--- config.mk ---
export PLATFORM = sky130hd
export DESIGN_NAME = mdio_read_seq_ctrl
export DESIGN_NICKNAME = d
export VERILOG_FILES = /design/src/rtl/mdio_seq_pkg.sv /design/src/rtl/mdio_seq_idx_gen.sv /design/src/rtl/mdio_read_seq_ctrl.sv
export SDC_FILE = /design/constraint.sdc
export NUM_CORES = 1
export LEC_CHECK = 0
export ABC_AREA = 1
export CORE_ASPECT_RATIO = 1.2
export CORE_MARGIN = 10
export CORE_UTILIZATION = 57
export DETAILED_ROUTE_END_ITERATION = 16
export PLACE_DENSITY = 0.88
export SLEW_MARGIN = 30
export SYNTH_ARGS = -nofsm -noshare
export SYNTH_HDL_FRONTEND = slang
export SYNTH_SLANG_ARGS = --single-unit
--- constraint.sdc ---
create_clock -name clk -period 3.59 [get_ports clk]
set_input_delay 0.359 -clock clk [delete_from_list [all_inputs] [get_ports clk]]
set_output_delay 0.359 -clock clk [all_outputs]
set_load 0.02 [all_outputs]
--- src/rtl/mdio_seq_pkg.sv ---
// Shared definitions for the MDIO capture-memory read sequencer.
//   - default widths and read latency
//   - last lane select for the 48-lane and 96-lane paths
//   - FSM state encoding
package mdio_seq_pkg;

  localparam int ADDR_W_DEF   = 15;
  localparam int SEL_W_DEF    = 7;
  localparam int DATA_W_DEF   = 9;
  localparam int READ_LAT_DEF = 3;
  localparam int LAT_CNT_W    = 3;   // holds READ_LAT-1 for READ_LAT up to 7
  localparam int WORD_CNT_W   = 24;

  localparam logic [6:0] SEL_LAST_48 = 7'd47;
  localparam logic [6:0] SEL_LAST_96 = 7'd95;

  typedef enum logic [2:0] {
    ST_IDLE  = 3'd0,
    ST_ISSUE = 3'd1,
    ST_WAIT  = 3'd2,
    ST_HOLD  = 3'd3,
    ST_FIN   = 3'd4
  } seq_state_e;

endpackage

--- src/rtl/mdio_seq_idx_gen.sv ---
// Lane-select / address index generator for the read sequencer.
// Latches the sweep configuration on load, then steps the address
// (inner loop) and lane select (outer loop) on each advance.
// Ports:
//   clk, rst            clock, asynchronous active-high reset
//   load_i              latch cfg, sel=0, addr=addr_first
//   clear_i             return sel/addr to 0 (sequencer going idle)
//   advance_i           step to the next word
//   path96_en_i         selects last lane 95 (1) or 47 (0)
//   addr_first_i/last_i address range per lane
//   sel_o, addr_o       current lane select and address
//   is_last_addr_o      addr == latched addr_last
//   is_last_word_o      last address of the last lane
module mdio_seq_idx_gen
  import mdio_seq_pkg::*;
#(
  parameter int ADDR_W = ADDR_W_DEF,
  parameter int SEL_W  = SEL_W_DEF
) (
  input  logic              clk,
  input  logic              rst,
  input  logic              load_i,
  input  logic              clear_i,
  input  logic              advance_i,
  input  logic              path96_en_i,
  input  logic [ADDR_W-1:0] addr_first_i,
  input  logic [ADDR_W-1:0] addr_last_i,
  output logic [SEL_W-1:0]  sel_o,
  output logic [ADDR_W-1:0] addr_o,
  output logic              is_last_addr_o,
  output logic              is_last_word_o
);

  logic [SEL_W-1:0]  sel_q, sel_d;
  logic [SEL_W-1:0]  sel_last_q, sel_last_d;
  logic [ADDR_W-1:0] addr_q, addr_d;
  logic [ADDR_W-1:0] first_q, first_d;
  logic [ADDR_W-1:0] last_q, last_d;

  assign is_last_addr_o = (addr_q == last_q);
  assign is_last_word_o = is_last_addr_o && (sel_q == sel_last_q);

  always_comb begin
    // NOTE: every next-state variable takes its held value first so no path leaves it unassigned (no latch).
    sel_d      = sel_q;
    sel_last_d = sel_last_q;
    addr_d     = addr_q;
    first_d    = first_q;
    last_d     = last_q;
    if (clear_i) begin
      sel_d  = '0;
      addr_d = '0;
    end else if (load_i) begin
      sel_d      = '0;
      addr_d     = addr_first_i;
      first_d    = addr_first_i;
      last_d     = addr_last_i;
      sel_last_d = path96_en_i ? SEL_W'(SEL_LAST_96) : SEL_W'(SEL_LAST_48);
    end else if (advance_i) begin
      // The last-address compare comes first, so the address never wraps.
      if (is_last_addr_o) begin
        addr_d = first_q;
        sel_d  = sel_q + 1'b1;
      end else begin
        addr_d = addr_q + 1'b1;
      end
    end
  end

  always_ff @(posedge clk or posedge rst) begin
    if (rst) begin
      sel_q      <= '0;
      sel_last_q <= '0;
      addr_q     <= '0;
      first_q    <= '0;
      last_q     <= '0;
    end else begin
      // NOTE: non-blocking assignments so every register samples pre-edge values.
      sel_q      <= sel_d;
      sel_last_q <= sel_last_d;
      addr_q     <= addr_d;
      first_q    <= first_d;
      last_q     <= last_d;
    end
  end

  assign sel_o  = sel_q;
  assign addr_o = addr_q;

endmodule

--- src/rtl/mdio_read_seq_ctrl.sv ---
// Autonomous MDIO capture-memory read sequencer.
// On start it sweeps lane select (outer) and address (inner), issues one
// rd_pulse per word, waits READ_LAT cycles, captures rd_data and offers it
// on a valid/ready output. Optional build macro MDIO_SEQ_WORD_CNT_EN adds
// a saturating 24-bit accepted-word counter on port word_cnt.
// Ports:
//   clk, rst                     clock, asynchronous active-high reset
//   start, abort                 begin sweep (idle only) / terminate sweep
//   path96_en                    last lane 95 (1) or 47 (0), sampled at start
//   cfg_addr_first/last          address range per lane, sampled at start
//   rd_data                      word returned by the read path
//   mdio_read_en, rd_pulse       read-path enable and one-cycle strobe
//   rd_sel, rd_addr              current lane select and address
//   out_valid, out_data, out_ready  output handshake
//   busy, done                   not idle / one-cycle completion pulse
//   word_cnt (optional)          accepted words since last start
module mdio_read_seq_ctrl
  import mdio_seq_pkg::*;
#(
  parameter int ADDR_W   = ADDR_W_DEF,
  parameter int SEL_W    = SEL_W_DEF,
  parameter int DATA_W   = DATA_W_DEF,
  parameter int READ_LAT = READ_LAT_DEF
) (
  input  logic              clk,
  input  logic              rst,
  input  logic              start,
  input  logic              abort,
  input  logic              path96_en,
  input  logic [ADDR_W-1:0] cfg_addr_first,
  input  logic [ADDR_W-1:0] cfg_addr_last,
  input  logic [DATA_W-1:0] rd_data,
  input  logic              out_ready,
  output logic              mdio_read_en,
  output logic              rd_pulse,
  output logic [SEL_W-1:0]  rd_sel,
  output logic [ADDR_W-1:0] rd_addr,
  output logic              out_valid,
  output logic [DATA_W-1:0] out_data,
  output logic              busy,
  output logic              done
`ifdef MDIO_SEQ_WORD_CNT_EN
  ,
  output logic [WORD_CNT_W-1:0] word_cnt
`endif
);

  localparam logic [LAT_CNT_W-1:0] LAT_LOAD = LAT_CNT_W'(READ_LAT - 1);

  seq_state_e            state_q, state_d;
  logic [LAT_CNT_W-1:0]  lat_cnt_q, lat_cnt_d;
  logic                  out_valid_q, out_valid_d;
  logic [DATA_W-1:0]     out_data_q, out_data_d;

  logic accept_start, handshake, capture, is_last_addr, is_last_word;
  logic idx_load, idx_clear, idx_advance;

  assign accept_start = (state_q == ST_IDLE) && start && (cfg_addr_first <= cfg_addr_last);
  assign handshake    = out_valid_q && out_ready;
  assign capture      = (state_q == ST_WAIT) && (lat_cnt_q == '0);

  // State register.
  always_ff @(posedge clk or posedge rst) begin
    if (rst) state_q <= ST_IDLE;
    else     state_q <= state_d;
  end

  // Next-state logic.
  always_comb begin
    state_d = state_q;
    unique case (state_q)
      ST_IDLE:  if (accept_start) state_d = ST_ISSUE;
      ST_ISSUE: state_d = ST_WAIT;
      ST_WAIT:  if (capture) state_d = ST_HOLD;
      ST_HOLD:  if (handshake) state_d = (is_last_addr && is_last_word) ? ST_FIN : ST_ISSUE;
      ST_FIN:   state_d = ST_IDLE;
      default:  state_d = ST_IDLE;
    endcase
    if (abort && (state_q != ST_IDLE)) state_d = ST_IDLE;
  end

  // Output logic.
  always_comb begin
    busy         = (state_q != ST_IDLE);
    mdio_read_en = busy;
    rd_pulse     = (state_q == ST_ISSUE);
    done         = (state_q == ST_FIN) && !abort;
    out_valid    = out_valid_q;
    out_data     = out_data_q;
  end

  // Latency counter and captured word.
  always_comb begin
    lat_cnt_d   = lat_cnt_q;
    out_valid_d = out_valid_q;
    out_data_d  = out_data_q;
    if (state_q == ST_ISSUE)                      lat_cnt_d = LAT_LOAD;
    else if (state_q == ST_WAIT && !capture)      lat_cnt_d = lat_cnt_q - 1'b1;
    if (handshake) out_valid_d = 1'b0;
    if (capture) begin
      out_valid_d = 1'b1;
      out_data_d  = rd_data;
    end
    if (abort && (state_q != ST_IDLE)) out_valid_d = 1'b0;
  end

  always_ff @(posedge clk or posedge rst) begin
    if (rst) begin
      lat_cnt_q   <= '0;
      out_valid_q <= 1'b0;
      out_data_q  <= '0;
    end else begin
      lat_cnt_q   <= lat_cnt_d;
      out_valid_q <= out_valid_d;
      out_data_q  <= out_data_d;
    end
  end

  assign idx_load    = accept_start;
  assign idx_clear   = (state_q != ST_IDLE) && (state_d == ST_IDLE);
  assign idx_advance = (state_q == ST_HOLD) && handshake && !is_last_word;

  mdio_seq_idx_gen #(
    .ADDR_W(ADDR_W),
    .SEL_W (SEL_W)
  ) u_idx_gen (
    .clk           (clk),
    .rst           (rst),
    .load_i        (idx_load),
    .clear_i       (idx_clear),
    .advance_i     (idx_advance),
    .path96_en_i   (path96_en),
    .addr_first_i  (cfg_addr_first),
    .addr_last_i   (cfg_addr_last),
    .sel_o         (rd_sel),
    .addr_o        (rd_addr),
    .is_last_addr_o(is_last_addr),
    .is_last_word_o(is_last_word)
  );

`ifdef MDIO_SEQ_WORD_CNT_EN
  logic [WORD_CNT_W-1:0] word_cnt_q, word_cnt_d;

  always_comb begin
    word_cnt_d = word_cnt_q;
    if (accept_start)                        word_cnt_d = '0;
    else if (handshake && word_cnt_q != '1)  word_cnt_d = word_cnt_q + 1'b1;
  end

  always_ff @(posedge clk or posedge rst) begin
    if (rst) word_cnt_q <= '0;
    else     word_cnt_q <= word_cnt_d;
  end

  assign word_cnt = word_cnt_q;
`endif

endmodule
==> out/qor.csv, run 1 <==
stage,metric,value,unit
timing,setup_ws,0.6586,ns
synthesis,yosys.area.top_type,dfrtp_1,
place,gp_congestion,0.8929,
synthesis,synth_area,0.004348,sq mm
synthesis,synth_area_per_cell,7.199,sq um
clocking,htreeDepth,3,
route,post_drt_wl_per_cell,15.18,microns
synthesis,yosys.cell_count.top_type,nand2_1,
final_layout,final_layout_size_suffix_gt1_share,6.831,%
clocking,cts-root-buf,clkbuf_8,
timing,relSlewSlack,33.23,%
clocking,path_clk_slew,0.08,ns
synthesis,synthCells,604,
synthesis,synth.distinct_cells,36,
place,hpwl,8740,microns
synthesis,synth_nets,668,
clocking,clock-sinks,71,
clocking,cts_tree,built,
timing,setup_viol,0,
timing,rsz0062_at_grt,false,
timing,worst_clock_skew,0.007718,ns
critical_path,required,3.88,ns
floorplanning,fp-row-count,34,
critical_path,arrival,3.22,ns
clocking,cts_resized,0,
global_routing,grt_pass1_wl,19690,microns
floorplanning,die_x,99.73,microns
global_routing,grt_max_degree,57,
synthesis,synth_ff_type,dfrtp_1,
pwr,power_density,671.1,mW/mm^2
pwr,leakage,2.792,nW
timing,maxSlewViolCount,0,
synthesis,synthArstFlopShare,100.0,%
synthesis,synth_top_area_share,40.86,%
timing,fin_crit,2.931,ns
clocking,cts_buffers,9,
route,route.antenna.remaining_nets,0,
synthesis,synth_area_leaders,"dfrtp_1 41%, nand2_1 20%, inv_1 7.4%",
timing,fin_crit_sh,81.65,%
floorplanning,initial_core_util,59.08,%
timing,worst_pin_slew,1.002,ns
critical_path,worstPathMaxFanout,24,
run_status,outcome,"complete, no violations",
critical_path,worstSetupPathType,input pin to flop,
final_layout,syn_to_final_growth,25.53,%
route,drt-pass1-iter-count,5,
floorplanning,ioPinCount,81,
route,drc,0,
global_routing,antenna_found_initial,0,
critical_path,cp-start-kind,input pin,
floorplanning,dieArea,0.01154,sq mm
min_path,hold_class,input pin to async pin,
run,maxCapViolCount,0,
pwr,ir_drop,405.2,uV
place,portBuffers,80,
final_layout,num_antenna_cells,0,
floorplanning,dieHeight,115.7,microns
synthesis,yosys_warnings,0,
synthesis,synth_edf_count,0,
route,viasPerCell,5.436,
place,dp_slack,0.4091,ns
clocking,worst_skew_pair.late_latency,0.35,ns
synthesis,synth_common_cells,"226 x nand2_1, 86 x inv_1, 71 x dfrtp_1, 39 x nor2_1, 37 x o21ai_0",
floorplanning,coreArea,0.007360,sq mm
synthesis,ys_ff_latch,71,
clocking,cts.path.max_buffers,2,
clocking,cts_hold_buf,0,
timing,fmax,341.1,MHz
synthesis,seq_area_frac_synth,40.86,%
final_layout,layout.nets,747,
route,vias,4229,
global_routing,grt.total_usage,20.74,%
timing,hold_violations,0,
global_routing,grt_pass1_vias,4325,
clocking,post-cts-setup-buffers,0,
route,drt_iter0_drc,412,
timing,setup_tns,0,ns
global_routing,grt_overflow,0,
route,totalWireLength,11810,microns
critical_path,cp-end-kind,flop,
final timing paths:
path	start	endpoint	slack (ns)	cells after the start
max in group asynchronous	rst	u_idx_gen.first_q[7]$_DFFE_PP0P_	2.41	3
setup reg to reg	state_q[0]$_DFF_PP0_	u_idx_gen.addr_o[14]$_DFFE_PP0P_	1.16	9
min in group clk	u_idx_gen.first_q[11]$_DFFE_PP0P_	u_idx_gen.first_q[11]$_DFFE_PP0P_	0.49	2
hold reg to reg	u_idx_gen.first_q[11]$_DFFE_PP0P_	u_idx_gen.first_q[11]$_DFFE_PP0P_	0.49	2
setup / recovery	cfg_addr_last[12]	u_idx_gen.addr_o[14]$_DFFE_PP0P_	0.66	15
hold / removal	rst	out_data[0]$_DFFE_PP0P_	0.49	2
critical path, cell delays in order:
cell	delay, ns
clkdlybuf4s50_1	0.47
inv_1	0.07
ha_1	0.30
nand2_1	0.06
nor2_1	0.11
inv_1	0.05
nor2_1	0.19
nand4_1	0.11
nand2_1	0.19
nand2_2	0.14
inv_1	0.63
nand2_1	0.26
nand2_1	0.14
nand2_1	0.07
nand2_1	0.06
cells in the final DEF (no fill, tap or decap), types with 6 or more instances in the layout:
cell type	instances
clkdlybuf4s50_1	80
inv_1	85
dfrtp_1	71
inv_2	6
ha_1	19
mux2_2	9
o21ai_0	37
nand2_1	226
xor2_1	11
a21oi_1	12
clkbuf_8	10
nand3_1	36
nor2_1	39
state kept, by name (all words and copies together) (netlist names):
register,flops
lat_cnt_q,3
out_data,9
out_valid,1
state_q,3
u_idx_gen.addr_o,15
u_idx_gen.first_q,15
u_idx_gen.last_q,15
u_idx_gen.sel_last_q,3
u_idx_gen.sel_o,7
cell families (layout without fill, tap and decap cells):
| kind of cell | Yosys count | in the layout | share of synthesized area [%] |
|---|---|---|---|
| xor+xnor | 14 | 14 | 2.820 |
| simple gates | 329 | 329 | 31.97 |
| fa+ha+maj | 19 | 19 | 5.468 |
| mux | 9 | 9 | 2.331 |
| buf+inv | 106 | 190 | 9.842 |
| compound gates | 56 | 56 | 6.706 |
| flops | 71 | 71 | 40.86 |
stage by stage:
step	hold WS, ns	total power [mW]	instances	cell area, sq um	utilization, %
6_report	0.4872	3.662	778	5458	74.16
5_1_grt	0.5107	3.917	778	5458	74.16
4_1_cts	0.4846	3.660	778	5458	74.16
3_5_place_dp	0.4663	2.855	762	5211	70.81
3_3_place_gp	0.4549	2.786	762	5211	70.81
2_1_floorplan	0.4425	2.312	604	4348	-
where the power goes:
part	switching, mW	leakage [nW]	internal (mW)	total (mW)
sequential	0.267	0.901	1.10	1.36
combinational	0.885	1.78	0.624	1.51
clock	0.311	0.116	0.481	0.791
layout make-up:
| cell class | count | area [sq um] |
|---|---|---|
| multi-input cells | 427 | 2143 |
| fillers | 535 | 1902 |
| flip-flops and latches | 71 | 1777 |
| repair buffers | 82 | 828.3 |
| inverters | 92 | 350.3 |
| clock buffers | 11 | 141.4 |
| well taps | 90 | 112.6 |
| clock inverters | 5 | 105.1 |
metal layers:
metal  vias up  share of wire [%]  track usage (%)
met5         -                  0                0
met4         0                3.0            10.33
met3        37                9.0            5.420
met2       201                 48            34.21
met1      1964                 40            24.46
li1       2027                  -                -
Note: power is estimated with default switching activity, not from simulation.
==> run 2: changes to the inputs <==
Settings changed: CORE_UTILIZATION 57 to 48, PLACE_DENSITY 0.88 to 0.79.
Clock period 3.59 ns to 2.4 ns, I/O delays scaled along.
==> out/qor.csv, run 2 (synthesized netlist as in run 1, its figures left out) <==
stage,metric,value,unit
pwr,ir_drop,748.7,uV
pwr,power,5.478,mW
critical_path,crit_family,simple AND/OR/NAND/NOR gates,
floorplanning,coreArea,0.008939,sq mm
global_routing,grt_pass1_vias,4287,
final_layout,layoutNonFillerInstCount,829,
route,drt-pass1-iter-count,5,
critical_path,r2r-start,u_idx_gen.addr_o[0]$_DFFE_PP0P_,
timing,maxSlewViolCount,0,
final_layout,fillers,769,
route,totalWireLength,11470,microns
timing,hold_violations,0,
critical_path,cp.buffers_inverters,3,
clocking,post-cts-setup-buffers,0,
global_routing,use_met1,21.60,%
global_routing,grt.met3_usage,5.072,%
floorplanning,initial_core_util,48.64,%
global_routing,top_usage_layer,met2,
place,portBuffers,80,
route,drt_iter0_drc,222,
timing,fin_crit,2.182,ns
clocking,worst_skew_pair.late_latency,0.36,ns
final_layout,stdcell_area,0.005690,sq mm
critical_path,worstPathMaxFanout,6,
timing,rsz0062_at_grt,false,
critical_path,reg2reg_to,u_idx_gen.sel_o[2]$_DFFE_PP0P_,
critical_path,worstSetupPathType,input pin to flop,
global_routing,grt_max_degree,54,
timing,holdWs,0.2077,ns
min_path,hold_class,input pin to async pin,
critical_path,critPathMaxStageDelay,0.48,ns
final_layout,mostFrequentLayoutCell,nand2_1,
route,post_drt_wl_per_cell,13.83,microns
route,route.antenna.remaining_nets,0,
route,drc,0,
timing,worst_pin_slew,0.4991,ns
floorplanning,fp-row-count,38,
critical_path,arrival,2.44,ns
route,viasPerCell,4.973,
critical_path,ff2ff_path_depth,13,
critical_path,slowest_stage,clkdlybuf4s50_1,
clocking,path_clk_slew,0.08,ns
floorplanning,die_x,106.9,microns
clocking,cts.path.max_buffers,2,
final_layout,mostFrequentLayoutCells,"226 x nand2_1, 85 x inv_1, 80 x clkdlybuf4s50_1",
clocking,htreeDepth,3,
global_routing,grt_pass1_wl,19930,microns
floorplanning,dieHeight,124.3,microns
critical_path,crit_cells,12,
floorplanning,dieArea,0.01328,sq mm
floorplanning,ioPinCount,81,
final_layout,syn_to_final_growth,30.88,%
place,gp_congestion,0.8813,
clocking,cts_resized,0,
critical_path,r2r_setup_slack,0.25,ns
clocking,cts_buffers,9,
global_routing,grtUsageMet2,30.42,%
pwr,power_density,962.6,mW/mm^2
clocking,clock-sinks,71,
place,dp.cells,813,
run_status,outcome,"complete, no violations",
final_layout,final_layout_size_suffix_gt1_share,9.732,%
timing,setup_viol,0,
final_layout,layout.nets,768,
critical_path,required,2.66,ns
final_layout,num_antenna_cells,0,
clocking,cts_tree,built,
clocking,cts-root-buf,clkbuf_8,
route,vias,4123,
timing,fin_crit_sh,90.91,%
critical_path,cp_cell_sequence,clkdlybuf4s50_1 > ha_1 > nand2_1 > nor2_1 > inv_1 > nor2_1 > nand4_1 > nand2_1 > nand2_2 > buf_4 > or2_2 > o21a_1,
global_routing,grt_overflow,0,
global_routing,antenna_found_initial,0,
global_routing,grt.total_usage,18.16,%
run,maxCapViolCount,0,
pwr,leakage,2.918,nW
timing,fmax,458.3,MHz
timing,relSlewSlack,66.64,%
place,placed_area,0.005469,sq mm
critical_path,cp-end-kind,flop,
clocking,cts_hold_buf,0,
place,hpwl,8825,microns
critical_path,cp-start-kind,input pin,
timing,worst_clock_skew,0.008477,ns
-- run 2: cell type report --
type | count | area [sq um] | share of cell area, %
Clock inverter | 6 | 83.83 | 1.473
Clock buffer | 10 | 137.6 | 2.419
Sequential cell | 71 | 1777 | 31.22
Tap cell | 120 | 150.1 | 2.639
Multi-Input combinational cell | 427 | 2143 | 37.66
Timing Repair Buffer | 103 | 1049 | 18.43
Inverter | 92 | 350.3 | 6.157
-- run 2: through the flow --
step	util (%)	setup slack, ns	TNS (ns)
6_report	63.66	0.2182	0
4_1_cts	63.66	0.2346	0
5_1_grt	63.66	0.02903	0
2_1_floorplan	-	0.3634	0
3_5_place_dp	61.18	-0.1350	-1.747
3_3_place_gp	61.18	-0.1210	-1.363
-- run 2: where the power goes --
group | leakage [nW] | switching, mW | internal, mW
registers | 0.901 | 0.390 | 1.64
clock network | 0.116 | 0.469 | 0.610
logic | 1.90 | 1.31 | 1.06
total | 2.92 | 2.17 | 3.31
-- run 2: layer usage --
layer  wire length [microns]  share of wire (%)
met1                    4986                 43
met2                    5649                 49
met3                     580                5.1
met4                     249                2.2
met5                       0                  0
-- run 2: worst max-delay path by stage --
stage,start,slack [ns],endpoint
finish,cfg_addr_first[14],0.22,u_idx_gen.sel_last_q[4]$_DFFE_PP0P_
CTS,cfg_addr_first[14],0.23,u_idx_gen.sel_last_q[4]$_DFFE_PP0P_
global route,cfg_addr_last[14],0.03,u_idx_gen.addr_o[13]$_DFFE_PP0P_
detailed placement,cfg_addr_first[14],-0.14,u_idx_gen.sel_last_q[4]$_DFFE_PP0P_
floorplan,rst,0.36,lat_cnt_q[0]$_DFFE_PP0P_
global placement,cfg_addr_first[14],-0.12,u_idx_gen.sel_last_q[4]$_DFFE_PP0P_
==> run 3: changes to the inputs <==
Settings changed: CTS_CLUSTER_DIAMETER set to 50, TNS_END_PERCENT set to 50.
==> results of run 3 <==
The final DEF is identical to that of run 2; final timing and power are the same.
